==> src/rtl/pe_packet_injector_if.sv <==
// Signal bundle between the local PE, the packet injector and the router PE input port.
// The injector uses the slave view; whatever drives requests and absorbs packets uses master.
interface pe_packet_injector_if;
  logic        sendReq;
  logic [7:0]  sendDestX;
  logic [7:0]  sendDestY;
  logic [31:0] sendPayload;
  logic        sendReady;
  logic        errOut;
  logic        reqOut;
  logic [63:0] dataOut;
  logic        readyIn;
  logic [15:0] pktSentCount;

  modport master (
    output sendReq, sendDestX, sendDestY, sendPayload, readyIn,
    input  sendReady, errOut, reqOut, dataOut, pktSentCount
  );

  modport slave (
    input  sendReq, sendDestX, sendDestY, sendPayload, readyIn,
    output sendReady, errOut, reqOut, dataOut, pktSentCount
  );
endinterface

==> src/rtl/pe_packet_injector.sv <==
// PE-side transmitter: encodes send requests into 64-bit routed packets, buffers them
// in a small circular FIFO and hands them to the router through a req/ready output register.
module pe_packet_injector #(
  parameter int          DATA_WIDTH      = 64,
  parameter logic [15:0] CURRENT_ADDRESS = 16'h0000,
  parameter int          MESH_X          = 4,
  parameter int          MESH_Y          = 4,
  parameter int          FIFO_DEPTH      = 4
) (
  input logic                clk,
  input logic                reset,
  pe_packet_injector_if.slave pe
);

  localparam int AW = (FIFO_DEPTH > 1) ? $clog2(FIFO_DEPTH) : 1;
  localparam int CW = $clog2(FIFO_DEPTH + 1);
  localparam logic [7:0]    SRC_X    = CURRENT_ADDRESS[15:8];
  localparam logic [7:0]    SRC_Y    = CURRENT_ADDRESS[7:0];
  localparam logic [8:0]    MESH_X_L = 9'(MESH_X);
  localparam logic [8:0]    MESH_Y_L = 9'(MESH_Y);
  localparam logic [CW-1:0] FULL_CNT = CW'(FIFO_DEPTH);

  typedef enum logic {S_EMPTY, S_FULL} state_t;

  logic [DATA_WIDTH-1:0] mem_q [FIFO_DEPTH];
  logic [AW-1:0]         wr_ptr_q, rd_ptr_q;
  logic [CW-1:0]         count_q, count_d;
  logic [4:0]            seq_q;
  state_t                state_q;
  logic [DATA_WIDTH-1:0] data_q;
  logic                  err_q;
  logic [15:0]           sent_q;

  logic                  dir_x, dir_y, in_range;
  logic [3:0]            hop_x, hop_y;
  logic [DATA_WIDTH-1:0] packet_enc;
  logic                  send_ready, accept, push, pop, fifo_nempty;

  // Magnitudes come from a 9-bit difference; the range check keeps them within 4 bits.
  always_comb begin
    dir_x      = (pe.sendDestX >= SRC_X);
    dir_y      = (pe.sendDestY >= SRC_Y);
    hop_x      = dir_x ? 4'({1'b0, pe.sendDestX} - {1'b0, SRC_X})
                       : 4'({1'b0, SRC_X} - {1'b0, pe.sendDestX});
    hop_y      = dir_y ? 4'({1'b0, pe.sendDestY} - {1'b0, SRC_Y})
                       : 4'({1'b0, SRC_Y} - {1'b0, pe.sendDestY});
    in_range   = ({1'b0, pe.sendDestX} < MESH_X_L) && ({1'b0, pe.sendDestY} < MESH_Y_L);
    packet_enc = {1'b0, dir_x, dir_y, seq_q, hop_x, hop_y, SRC_X, SRC_Y, pe.sendPayload};
  end

  // No write-through: a full FIFO refuses requests even while it is being popped.
  assign send_ready  = (count_q != FULL_CNT);
  assign fifo_nempty = (count_q != '0);
  assign accept      = pe.sendReq && send_ready;
  assign push        = accept && in_range;
  assign pop         = fifo_nempty && ((state_q == S_EMPTY) || pe.readyIn);

  always_comb begin
    count_d = count_q;
    case ({push, pop})
      2'b10:   count_d = count_q + CW'(1);
      2'b01:   count_d = count_q - CW'(1);
      default: count_d = count_q;
    endcase
  end

  always_ff @(posedge clk) begin
    if (push) begin
      mem_q[wr_ptr_q] <= packet_enc;
    end
  end

  always_ff @(posedge clk) begin
    if (!reset) begin
      wr_ptr_q <= '0;
      rd_ptr_q <= '0;
      count_q  <= '0;
      seq_q    <= '0;
      state_q  <= S_EMPTY;
      data_q   <= '0;
      err_q    <= 1'b0;
      sent_q   <= '0;
    end else begin
      count_q <= count_d;
      err_q   <= accept && !in_range;
      if (push) begin
        wr_ptr_q <= wr_ptr_q + AW'(1);
        seq_q    <= seq_q + 5'd1;
      end
      if (pop) begin
        rd_ptr_q <= rd_ptr_q + AW'(1);
      end
      case (state_q)
        S_EMPTY: begin
          if (fifo_nempty) begin
            data_q  <= mem_q[rd_ptr_q];
            state_q <= S_FULL;
          end
        end
        S_FULL: begin
          // dataOut only moves once the router has taken the current packet.
          if (pe.readyIn) begin
            sent_q <= sent_q + 16'd1;
            if (fifo_nempty) begin
              data_q <= mem_q[rd_ptr_q];
            end else begin
              state_q <= S_EMPTY;
            end
          end
        end
        default: state_q <= S_EMPTY;
      endcase
    end
  end

  assign pe.sendReady    = send_ready;
  assign pe.errOut       = err_q;
  assign pe.reqOut       = (state_q == S_FULL);
  assign pe.dataOut      = data_q;
  assign pe.pktSentCount = sent_q;

endmodule

==> src/flat_wrapper.sv <==
// flat-port wrapper written by rule: the top's interface ports become plain ports
module pe_packet_injector_flat 
#(
  parameter int          DATA_WIDTH      = 64,
  parameter logic [15:0] CURRENT_ADDRESS = 16'h0000,
  parameter int          MESH_X          = 4,
  parameter int          MESH_Y          = 4,
  parameter int          FIFO_DEPTH      = 4
)
  (clk, reset, pe_sendReq, pe_sendDestX, pe_sendDestY, pe_sendPayload, pe_readyIn, pe_sendReady, pe_errOut, pe_reqOut, pe_dataOut, pe_pktSentCount);
  pe_packet_injector_if pe_i ();
  input logic clk;
  input logic reset;
  input wire logic [$bits(pe_i.sendReq)-1:0] pe_sendReq;
  input wire logic [$bits(pe_i.sendDestX)-1:0] pe_sendDestX;
  input wire logic [$bits(pe_i.sendDestY)-1:0] pe_sendDestY;
  input wire logic [$bits(pe_i.sendPayload)-1:0] pe_sendPayload;
  input wire logic [$bits(pe_i.readyIn)-1:0] pe_readyIn;
  output wire logic [$bits(pe_i.sendReady)-1:0] pe_sendReady;
  output wire logic [$bits(pe_i.errOut)-1:0] pe_errOut;
  output wire logic [$bits(pe_i.reqOut)-1:0] pe_reqOut;
  output wire logic [$bits(pe_i.dataOut)-1:0] pe_dataOut;
  output wire logic [$bits(pe_i.pktSentCount)-1:0] pe_pktSentCount;
  assign pe_i.sendReq = pe_sendReq;
  assign pe_i.sendDestX = pe_sendDestX;
  assign pe_i.sendDestY = pe_sendDestY;
  assign pe_i.sendPayload = pe_sendPayload;
  assign pe_i.readyIn = pe_readyIn;
  assign pe_sendReady = pe_i.sendReady;
  assign pe_errOut = pe_i.errOut;
  assign pe_reqOut = pe_i.reqOut;
  assign pe_dataOut = pe_i.dataOut;
  assign pe_pktSentCount = pe_i.pktSentCount;
  pe_packet_injector #(.DATA_WIDTH(DATA_WIDTH), .CURRENT_ADDRESS(CURRENT_ADDRESS), .MESH_X(MESH_X), .MESH_Y(MESH_Y), .FIFO_DEPTH(FIFO_DEPTH)) u_core (.clk(clk), .reset(reset), .pe(pe_i));
endmodule
==> config.mk <==
export PLATFORM = sky130hd
export DESIGN_NAME = pe_packet_injector_flat
export DESIGN_NICKNAME = d
export VERILOG_FILES = /design/src/rtl/pe_packet_injector_if.sv /design/src/rtl/pe_packet_injector.sv /design/src/flat_wrapper.sv
export SDC_FILE = /design/constraint.sdc
export NUM_CORES = 1
export LEC_CHECK = 0
export BUFFER_PORTS_ARGS = -buffer_cell sky130_fd_sc_hd__buf_4
export CORE_AREA = 2 2 170 172
export CTS_BUF_LIST = sky130_fd_sc_hd__clkbuf_2 sky130_fd_sc_hd__clkbuf_4 sky130_fd_sc_hd__clkbuf_8
export DETAILED_ROUTE_END_ITERATION = 12
export DIE_AREA = 0 0 172 174
export MAX_ROUTING_LAYER = met4
export SETUP_SLACK_MARGIN = 0.1
export SLEW_MARGIN = 15
export SYNTH_ARGS = -nofsm -noshare
export SYNTH_HDL_FRONTEND = slang
export SYNTH_SLANG_ARGS = --single-unit
==> constraint.sdc <==
create_clock -name clk -period 3.35 [get_ports clk]
set_input_delay 0.335 -clock clk [delete_from_list [all_inputs] [get_ports clk]]
set_output_delay 0.335 -clock clk [all_outputs]
set_load 0.02 [all_outputs]
==> metrics.yaml <==
placement:
  hpwl_mm: 12.2
  io_buffers: 117
  place_congestion: 0.739
routing:
  detail_route.first_pass.iterations: 7
  vias: 5588
  ant_nets: 0
  vias_per_cell: 4.59
  wire_per_inst_um: 16.3
  totalWireLength_mm: 19.8
  route.detailed.drc: 0
  drtIter0Drc: 253
sta:
  timing.fmax_ghz: 0.364
  rsz0062_at_grt: "no"
  drv_slew: 0
  hold_ws_ns: 0.0327
  tns_ns: 0
  worst_pin_slew_ns: 0.905
  slew_headroom: 0.396
  period_share: 0.820
  setup_violations: 0
  finalHoldViolations: 0
  period_minus_slack_ns: 2.75
  fin_skew_ns: 0.0172
cells_and_area:
  final_layout_size_suffix_gt1_frac: 0.303
  final_nets: 862
  area_growth_pct: 26.1
  n_antenna_cell: 0
setup_path:
  start_kind: "input pin"
  path_cells: "dlygate4sd3_1, buf_4, nor4_1, nand3_1, nor2_1, and2_2, buf_4"
  critPathMaxFanout: 16
  cp_common_cell: "buf_4"
  r2r_setup_slack_ns: 0.65
  cp-end-kind: "flop"
  arrival_ns: 2.96
  required_ns: 3.56
  critPathKind: "in2reg"
  cp_slowest_cell: "and2_2"
  slowest_delay_ns: 0.56
yosys:
  yosysUniqueCellTypes: 37
  netlist_top_cells_count: "edfxtp_1 (180), nand2_1 (102), dfxtp_1 (78), a21oi_1 (54), mux4_2 (45)"
  synth_top_area_cell: "edfxtp_1"
  syn_area_um2: 9670
  synthCells: 624
  synth.top_cell.area_share: 0.559
  yosys_warnings: 0
  syn_area_per_cell_um2: 15.5
  async_reset_ff_frac: 0
  synth-main-ff-cell: "edfxtp_1"
  synth_edf_count: 180
  yosys-top-cells-area: "edfxtp_1 (56%), dfxtp_1 (16%), mux4_2 (10%)"
  ys_ff_latch: 258
  yosysSeqAreaShare: 0.720
  synth.most_common_cell: "edfxtp_1"
pwr:
  power_w: 0.00624
  power_density_nw_per_um2: 512
  p_leak_nw: 4.16
  peakVddDrop_mv: 0.292
floorplanning:
  core_um2: 28200
  ios: 135
  fp-row-count: 62
  start_util: 0.342
  fp.dieH_um: 174
  die_w_um: 172
  fp.dieArea_um2: 29900
clocking:
  cts_hold_buf: 36
  numCtsBuffers: 43
  clock_path_buffers: 3
  cts_tree: "built"
  cts_resized: 0
  cts.clk_slew.worst_paths_ns: 0.05
  clock_sinks: 258
  postCtsSetupRepairBufs: 0
  insertion_delay_ns: 0.53
  cts_root_buf: "clkbuf_8"
  htree_levels: 2
grt:
  grt_pass1_vias: 5574
  grt_max_degree: 53
  grt_pass1_wl_mm: 30.5
  grtUsageTotal: 0.136
  antenna_found_initial: 0
  globalRouteOverflowTotal: 0
outcome:
  outcome: "finished, final reports clean"
job:
  max_cap_violations: 0
hold_path:
  hold_class: "in2reg"
## logic make-up after synthesis
kind of cell / count (synthesis) / share of synthesized area
buf+inv: 59 / 0.0330
mux: 49 / 0.109
xor+xnor: 15 / 0.0136
compound gates: 63 / 0.0339
flops: 258 / 0.720
simple gates: 171 / 0.0785
other cells: 1 / 0.000388
fa+ha+maj: 8 / 0.0111
## power breakdown
part / switching [W] / internal [W]
Clock: 0.00117 / 0.00147
Combinational: 0.0000950 / 0.0000853
Sequential: 0.00000563 / 0.00341
## per-layer routing
metal / routed length (um) / up-vias / GRT usage
li1: - / 2643 / -
met1: 9060 / 2728 / 0.180
met2: 9260 / 181 / 0.211
met3: 1080 / 36 / 0.0305
met4: 393 / 0 / 0.0399
met5: 0 / - / -
## through the flow
step / util / setup slack, ns / instances / area (um2)
after floorplan: - / 0.614 / 640 / 9730
after global placement: 0.390 / 0.553 / 1105 / 11000
after detailed placement: 0.390 / 0.526 / 1105 / 11000
after CTS: 0.432 / 0.582 / 1217 / 12200
after global routing: 0.432 / 0.395 / 1217 / 12200
final: 0.432 / 0.603 / 1217 / 12200
## path summary, 6_finish.rpt
kind                                      from                           endpoint  cells past startpoint
max reg2reg     u_core.count_q[2]$_SDFFE_PN0P_     u_core.count_q[2]$_SDFFE_PN0P_                     10
min reg2reg  u_core.pe.dataOut[3]$_SDFFE_PN0P_  u_core.pe.dataOut[3]$_SDFFE_PN0P_                      2
max                            pe_sendDestX[3]      u_core.mem_q[2][35]$_DFFE_PP_                      7
min                            pe_sendDestY[2]      u_core.mem_q[1][34]$_DFFE_PP_                      1
## cell type report
cell class                      instances  area, um2
Tap cell                              384        480
Multi-Input combinational cell        323       2450
Fill cell                            2591      16000
Sequential cell                       258       6970
Clock inverter                         17        103
Inverter                               10       37.5
Timing Repair Buffer                  166       1420
Clock buffer                           59        724
## sequential cells by signal (all words and copies together) (netlist names), named ones only
signal / cells
u_core.mem_q: 180
u_core.pe.dataOut: 46
u_core.pe.pktSentCount: 16
u_core.seq_q: 5
u_core.count_q: 3
u_core.rd_ptr_q: 2
u_core.wr_ptr_q: 2
u_core.pe.errOut: 1
u_core.pe.reqOut: 1
## critical path, delay by kind of cell
| family | cells | cell delay (ns) |
|---|---|---|
| buf+inv | 3 | 1.00 |
| simple gates | 4 | 1.60 |
## layout by cell type (no fill, tap or decap), types with 6 or more instances in the layout
cell	Yosys	final
edfxtp_1	180	180
buf_4	22	123
nand2_1	102	102
dfxtp_1	78	76
a21oi_1	54	54
mux4_2	45	45
clkbuf_8	0	45
dlygate4sd3_1	0	36
nor2_1	23	23
conb_1	1	17
clkbuf_4	0	14
clkinv_1	0	10
inv_1	9	8
nand3_1	8	8
xor2_1	8	8
xnor2_1	7	7
ha_1	7	7
buf_12	0	7
nor4_1	6	6
nand4_1	6	6
No activity file was read; power rests on OpenSTA's default activity.
